===== src/rtl/riscv_lsu.sv =====
// Load/store unit: issues one data-memory transaction per memory instruction and stalls the core until rvalid.
// Optional macro LSU_MISALIGN_EN adds lsu_misaligned_o and suppresses misaligned halfword/word accesses.
module riscv_lsu #(
    parameter int ADDR_W = 32
) (
    input  logic              clk_i,
    input  logic              rst_i,
    input  logic              lsu_req_i,
    input  logic              lsu_we_i,
    input  logic [2:0]        lsu_size_i,
    input  logic [ADDR_W-1:0] lsu_addr_i,
    input  logic [31:0]       lsu_wdata_i,
    output logic [31:0]       lsu_data_o,
    output logic              lsu_stall_req_o,
    output logic              data_req_o,
    output logic              data_we_o,
    output logic [3:0]        data_be_o,
    output logic [ADDR_W-1:0] data_addr_o,
    output logic [31:0]       data_wdata_o,
    input  logic [31:0]       data_rdata_i,
    input  logic              data_rvalid_i
`ifdef LSU_MISALIGN_EN
    ,
    output logic              lsu_misaligned_o
`endif
);

    localparam logic [2:0] LDST_B  = 3'd0;
    localparam logic [2:0] LDST_H  = 3'd1;
    localparam logic [2:0] LDST_W  = 3'd2;
    localparam logic [2:0] LDST_BU = 3'd4;
    localparam logic [2:0] LDST_HU = 3'd5;

    typedef enum logic {
        S_IDLE,
        S_WAIT
    } state_t;

    state_t     state;
    logic [2:0] size_q;
    logic [1:0] off_q;
    logic       we_q;
    logic       misaligned;
    logic       issue;
    logic       complete;

    function automatic logic [3:0] be_gen(input logic [2:0] size, input logic [1:0] off);
        logic [3:0] be;
        be = 4'b0000;
        case (size)
            LDST_B, LDST_BU: be = 4'b0001 << off;
            LDST_H, LDST_HU: be = off[1] ? 4'b1100 : 4'b0011;
            LDST_W:          be = 4'b1111;
            default:         be = 4'b0000;
        endcase
        return be;
    endfunction

    function automatic logic [31:0] wdata_gen(input logic [2:0] size, input logic [31:0] wdata);
        logic [31:0] wd;
        wd = wdata;
        case (size)
            LDST_B, LDST_BU: wd = {4{wdata[7:0]}};
            LDST_H, LDST_HU: wd = {2{wdata[15:0]}};
            default:         wd = wdata;
        endcase
        return wd;
    endfunction

    function automatic logic [31:0] load_ext(input logic [2:0] size, input logic [1:0] off,
                                             input logic [31:0] rdata);
        logic signed [7:0]  b;
        logic signed [15:0] h;
        logic [31:0]        res;
        b   = $signed(rdata[8*off +: 8]);
        h   = off[1] ? $signed(rdata[31:16]) : $signed(rdata[15:0]);
        res = 32'd0;
        case (size)
            LDST_B:  res = 32'(b);
            LDST_BU: res = {24'd0, b};
            LDST_H:  res = 32'(h);
            LDST_HU: res = {16'd0, h};
            LDST_W:  res = rdata;
            default: res = 32'd0;
        endcase
        return res;
    endfunction

`ifdef LSU_MISALIGN_EN
    assign misaligned = (state == S_IDLE) && lsu_req_i &&
                        ((((lsu_size_i == LDST_H) || (lsu_size_i == LDST_HU)) && lsu_addr_i[0]) ||
                         ((lsu_size_i == LDST_W) && (lsu_addr_i[1:0] != 2'b00)));
    assign lsu_misaligned_o = misaligned;
`else
    assign misaligned = 1'b0;
`endif

    assign issue    = (state == S_IDLE) && lsu_req_i && !misaligned;
    assign complete = (state == S_WAIT) && data_rvalid_i;

    // Memory-side request is only driven during the single issue cycle.
    assign data_req_o   = issue;
    assign data_we_o    = issue && lsu_we_i;
    assign data_be_o    = issue ? be_gen(lsu_size_i, lsu_addr_i[1:0]) : 4'b0000;
    assign data_addr_o  = issue ? {lsu_addr_i[ADDR_W-1:2], 2'b00} : '0;
    assign data_wdata_o = issue ? wdata_gen(lsu_size_i, lsu_wdata_i) : 32'd0;

    assign lsu_stall_req_o = issue || ((state == S_WAIT) && !data_rvalid_i);
    assign lsu_data_o      = (complete && !we_q) ? load_ext(size_q, off_q, data_rdata_i) : 32'd0;

    always_ff @(posedge clk_i) begin
        if (rst_i) begin
            state  <= S_IDLE;
            size_q <= 3'd0;
            off_q  <= 2'd0;
            we_q   <= 1'b0;
        end else begin
            case (state)
                S_IDLE: begin
                    if (issue) begin
                        state  <= S_WAIT;
                        size_q <= lsu_size_i;
                        off_q  <= lsu_addr_i[1:0];
                        we_q   <= lsu_we_i;
                    end
                end
                S_WAIT: begin
                    if (data_rvalid_i) state <= S_IDLE;
                end
                default: state <= S_IDLE;
            endcase
        end
    end

endmodule


===== config.mk =====
export PLATFORM = sky130hd
export DESIGN_NAME = riscv_lsu
export DESIGN_NICKNAME = d
export VERILOG_FILES = /design/src/rtl/riscv_lsu.sv
export SDC_FILE = /design/constraint.sdc
export NUM_CORES = 1
export LEC_CHECK = 0
export ABC_AREA = 1
export CAP_MARGIN = 10
export CORE_MARGIN = 5
export CORE_UTILIZATION = 31
export CTS_BUF_LIST = sky130_fd_sc_hd__clkbuf_2 sky130_fd_sc_hd__clkbuf_4 sky130_fd_sc_hd__clkbuf_8
export CTS_CLUSTER_DIAMETER = 200
export DETAILED_ROUTE_END_ITERATION = 10
export PLACE_DENSITY = 0.89
export SLEW_MARGIN = 10
export SYNTH_ARGS = -nofsm -noshare
export SYNTH_HDL_FRONTEND = slang
export SYNTH_SLANG_ARGS = --single-unit
export TNS_END_PERCENT = 5

===== constraint.sdc =====
create_clock -name clk_i -period 1.6 [get_ports clk_i]
set_clock_uncertainty 0.2 [all_clocks]
set_input_delay 0.16 -clock clk_i [delete_from_list [all_inputs] [get_ports clk_i]]
set_output_delay 0.16 -clock clk_i [all_outputs]
set_load 0.02 [all_outputs]

; ---- Word level (Yosys, flattened, before mapping)
; Cells that the tools add are included.
[classes]
n_eq_ne = 8
mul = 0
magnitude_cmp = 0
shifts = 2
bitwise_logic = 1
n_addsub = 0
n_div = 0
mux = 12
reduce_logical = 13
[ops]
columns = cell, count
row1 = $pmux W32 S5, 1
row2 = $mux W32, 3
row3 = $pmux W32 S2, 1
row4 = $shiftx A32 B6 Y8, 1
row5 = $mux W16, 1
row6 = $eq A3 B3 Y1 const B, 4
row7 = $pmux W4 S3, 1
row8 = $mux W4, 2
row9 = $eq A3 B1 Y1 const B, 2
row10 = $eq A3 B2 Y1 const B, 2
row11 = $logic_not A3 Y1, 2
row12 = $logic_and A1 B1 Y1, 5
row13 = $reduce_or A2 Y1, 2
row14 = $shl A1 B2 Y4 const A, 1
row15 = $logic_not A1 Y1, 2
row16 = $mux W1, 2
row17 = $pmux W1 S2, 1
row18 = $reduce_and A2 Y1, 1
row19 = $logic_or A1 B1 Y1, 1
row20 = $not A1 Y1, 1
[word_totals]
mem_bits_ro = 0
ff_bits = 7
out_inout_bits = 103
mem_bits_rw = 0
latchBits = 0
mem_count = 0
elab_cells = 40

; ---- Logic depth before layout (Yosys ltp)
[logic_depth]
depth_word = 4
mapped_depth = 9

; ---- Least setup slack after synthesis
; OpenSTA, ideal clock, no wires.
[synth_timing]
path_kind = register to output
startpoint = register state
endpoint = output data_wdata_o[18]
n_path_buf = 1
path_stages_with_launch = 5
setup_slack_ns = -0.039
required_ns = 1.240
t_arrival_ns = 1.279
path_cell_list = dfxtp_1 > inv_1 > nand2_1 > clkbuf_1 > a211oi_1
[synth_via]
elab_chain_len = 3
[synth_lines]
columns = item, line_no
row1 = start: declaration, 39  ; state_t state;
row2 = start signal: assignment, 113  ; state <= S_IDLE;
row3 = start signal: assignment, 121  ; state <= S_WAIT;
row4 = start signal: assignment, 128  ; if (data_rvalid_i) state <= S_IDLE;
row5 = $not A1 Y1 (no line), --
row6 = $logic_and A1 B1 Y1, 98  ; assign issue = (state == S_IDLE) && lsu_req_i && !misaligned;
row7 = $mux W32, 106  ; assign data_wdata_o = issue ? wdata_gen(lsu_size_i, lsu_wdata_i) : 32'd0;
row8 = end: declaration, 19  ; output logic [31:0] data_wdata_o,
; Every way passes these cells.

; ---- Worst setup path in the final report
[layout_timing]
startpoint = register size_q[0]
endpoint = output lsu_data_o[29]
[layout_via]
elab_chain_len = 3
elab_cells_between_ends = 7
cone_classes = eq/ne (4) / mux (2) / reduce/logical (1)
[layout_lines]
columns = item, line_no
row1 = start: declaration, 40  ; logic [2:0] size_q;
row2 = start signal: assignment, 122  ; size_q <= lsu_size_i;
row3 = $eq A3 B2 Y1 (tied with other cells), 78  ; case (size)
row4 = $pmux W32 S5 (*), 78
row5 = $mux W32 (*), 109  ; assign lsu_data_o = (complete && !we_q) ? load_ext(size_q, off_q, data_rdata_i) : 32'd0;
row6 = end: declaration, 13  ; output logic [31:0] lsu_data_o,
; Every way passes the cells marked *; elsewhere a longest branch is shown, timed or not.

==> key figures <==
Status
  • Status: finished with violations
  • Failing checks: setup timing

Route
  • Pre-antenna DRT Iters: 4
  • Drt total wl: 11,480 um
  • Via count: 3,618
  • Iter 0 DRT Violations: 158
  • Drc violations: 0
  • Post-route ant nets: 0
  • Wire per inst: 15.24 um
  • Via-to-Cell Ratio: 4.805

Timing
  • Setup violations, final: 86
  • Fin crit period: 1.885 ns
  • TNS Setup: -11.77 ns
  • Final worst slack: -0.2853 ns
  • Tcrit/Tclk final: 117.8%
  • Max-slew violations: 0
  • Final Hold Viols: 0
  • Fmax achieved: 0.5304 GHz
  • RSZ-0062 raised after global routing: yes

Yosys
  • Most used DFF post-synth: dfxtp_1
  • Ys async rst share: 0%
  • Synth Area in Simple Gates: 48.56%
  • Most common cell in the synthesized netlist: nor2_1
  • Adder-cell share of the synthesized area: 0%
  • Post-synth top area share: 18.91%
  • Synthesis warning total: 0
  • Register area share after synthesis: 6.723%
  • Commonest cells in the netlist: nor2_1, nand2_1, inv_1, a21oi_2, nand3_1
  • Cell taking the most area after synthesis: nor2_1
  • Syn Area/Cell: 4.916 um2
  • Post-synth EDFFs: 0
  • Synth Instances: 424
  • Synth Register Bits: 7
  • Post-Synthesis Cell Area: 2084 um2
  • Mux share of post-synthesis cell area: 0%
  • Post-synthesis compound-gate area fraction: 21.79%
  • Synth area leaders: nor2_1, nand2_1, inv_1
  • Largest family of logic cells by synthesized area: simple AND/OR/NAND/NOR gates
  • Share of the synthesized netlist area taken by xor and xnor gates: 0%
  • Synth unique cells: 27

Die
  • Die footprint: 8464 um2
  • Effective utilization at floorplan: 32.27%
  • Row cnt: 29
  • # IOs: 207
  • Core region area: 6459 um2
  • Die W: 92 um
  • Die Y-Extent: 92 um

Worst setup path
  • Crit. End Element: primary output
  • Setup CP Type: reg -> out
  • Reg2reg path depth: 8
  • Crit Path Max Fanout: 5
  • Critical Path AT: 1.53 ns
  • Worst Path Required: 1.24 ns
  • Startpoint types: flop

Pwr
  • Pleak: 2.504 nW
  • Maximum vdd drop: 264.3 uV
  • PwrDens: 428.9 nW/um2

Job
  • Maxcap violations: 0

Final layout
  • Filler cells: 465
  • Area Overhead vs Synth: 130.4%
  • Share of cells above drive strength 1: 39.64%
  • Ant diodes: 0
  • Fin nets: 781

GRT
  • Initial antenna violation count: 0
  • Largest net degree at the start of global routing: 36
  • First-pass GRT wire length: 16,970 um
  • Vias in the first global route: 3,524
  • Total congestion overflow: 0
  • All-Layer GR Usage: 24.44%

Clock tree
  • CTS H-Tree Depth: 1
  • Clock Path Buffers: 2
  • Clock slew at reported path FFs: 0.04 ns
  • TritonCTS clock tree: done
  • Count of clock tree sinks: 7
  • Clk Latency, worst-skew pair: 0.23 ns
  • Root Driver: clkbuf_8
  • CTS Buf Count: 3

Placement
  • HPWL after DPL: 8911 um
  • Placer congestion estimate: 1.013
  • Port bufs: 204
  • Dpl ws: -0.7493 ns

Min path
  • Worst hold path type: in -> reg
  • WHS Path Cells: 4
-- repair_timing --
| action | 4_1_cts | 5_1_grt |
|---|---|---|
| endpoints found under the hold margin | 0 | 0 |
| cloned | 0 | 3 |
| buffers inserted | 6 | 3 |
| setup endpoints to repair | 101 | 97 |
| hold buffers | 0 | 0 |
| pin swaps | 20 | 9 |
| resized for setup | 530 | 76 |
-- routing by layer --
layer	vias up	wire length, um	GRT usage [%]
met3	25	1035	7.610
met2	186	6144	46.90
li1	1781	-	-
met1	1626	3973	24.49
met4	0	323	9.158
met5	-	0	0
-- power by group --
part,switching (W),total (W),leakage [nW],internal (W)
clock network,0.0000773,0.000267,0.0262,0.000189
logic,0.000812,0.00159,2.42,0.000774
registers,0.0000179,0.000208,0.0605,0.000190
-- critical path, cell delays in order (launching register included) --
cell and delay (ns):
dfxtp_4 0.36, nor2_4 0.18, nand2_4 0.14, clkbuf_16 0.19
nor2_2 0.08, nor2_1 0.06, a21oi_2 0.14, buf_4 0.15
-- cell type report --
class / instances / area (um2) / share of cell area [%]
clock buffer: 4 / 48.80 / 1.016
inverter: 88 / 345.3 / 7.189
multi-input combinational: 308 / 1644 / 34.23
sequential: 7 / 152.6 / 3.178
tap: 77 / 96.34 / 2.006
timing repair buffer: 269 / 2516 / 52.38
-- path summary, 6_finish.rpt --
| kind | to | slack [ns] | startpoint |
|---|---|---|---|
| worst max-delay path | lsu_data_o[29] | -0.29 | size_q[0] |
| worst min-delay path | size_q[1] | 0.29 | lsu_size_i[1] |
| worst max register to register | we_q | 0.10 | state |
| worst min register to register | we_q | 0.30 | we_q |
-- layout by cell type, fill, tap and decap left out, types with 4 or more instances in the layout --
master and count:
a211oi_1 8, a211oi_2 4, a21oi_1 6, a21oi_2 20
buf_12 5, buf_2 15, buf_4 101, buf_6 35
clkdlybuf4s50_1 97, dfxtp_2 4, dlygate4sd2_1 5, inv_1 74
inv_2 10, nand2_1 83, nand2_2 9, nand2_4 4
nand3_1 17, nor2_1 90, nor2_2 23, nor2_4 7
o21ai_0 6, o21ai_1 9, o22ai_1 7
-- logic make-up (layout without fill, tap and decap cells) --
family | count (synthesis) | in the layout
buffers and inverters | 110 | 361
DFF | 7 | 7
AOI/OAI and AO/OA | 67 | 67
and+or+nand+nor | 239 | 239
other | 1 | 2
-- per-stage QoR --
step / utilization (%) / instances / hold WS (ns) / instance area [um2] / total power (W)
4_1_cts: 69.53 / 747 / 0.2985 / 4491 / 0.001921
5_1_grt: 74.37 / 753 / 0.3250 / 4803 / 0.002188
2_1_floorplan: - / 425 / 0.02907 / 2088 / 0.0008836
3_5_place_dp: 70.42 / 737 / 0.2920 / 4548 / 0.001662
6_report: 74.37 / 753 / 0.2925 / 4803 / 0.002060
3_3_place_gp: 70.42 / 737 / 0.2574 / 4548 / 0.001634
-- flip-flops by register name, summed over array words and instances (netlist names) --
signal and cells:
we_q 1, off_q 2, size_q 3, state 1
Note: power is estimated with default switching activity, not from simulation.
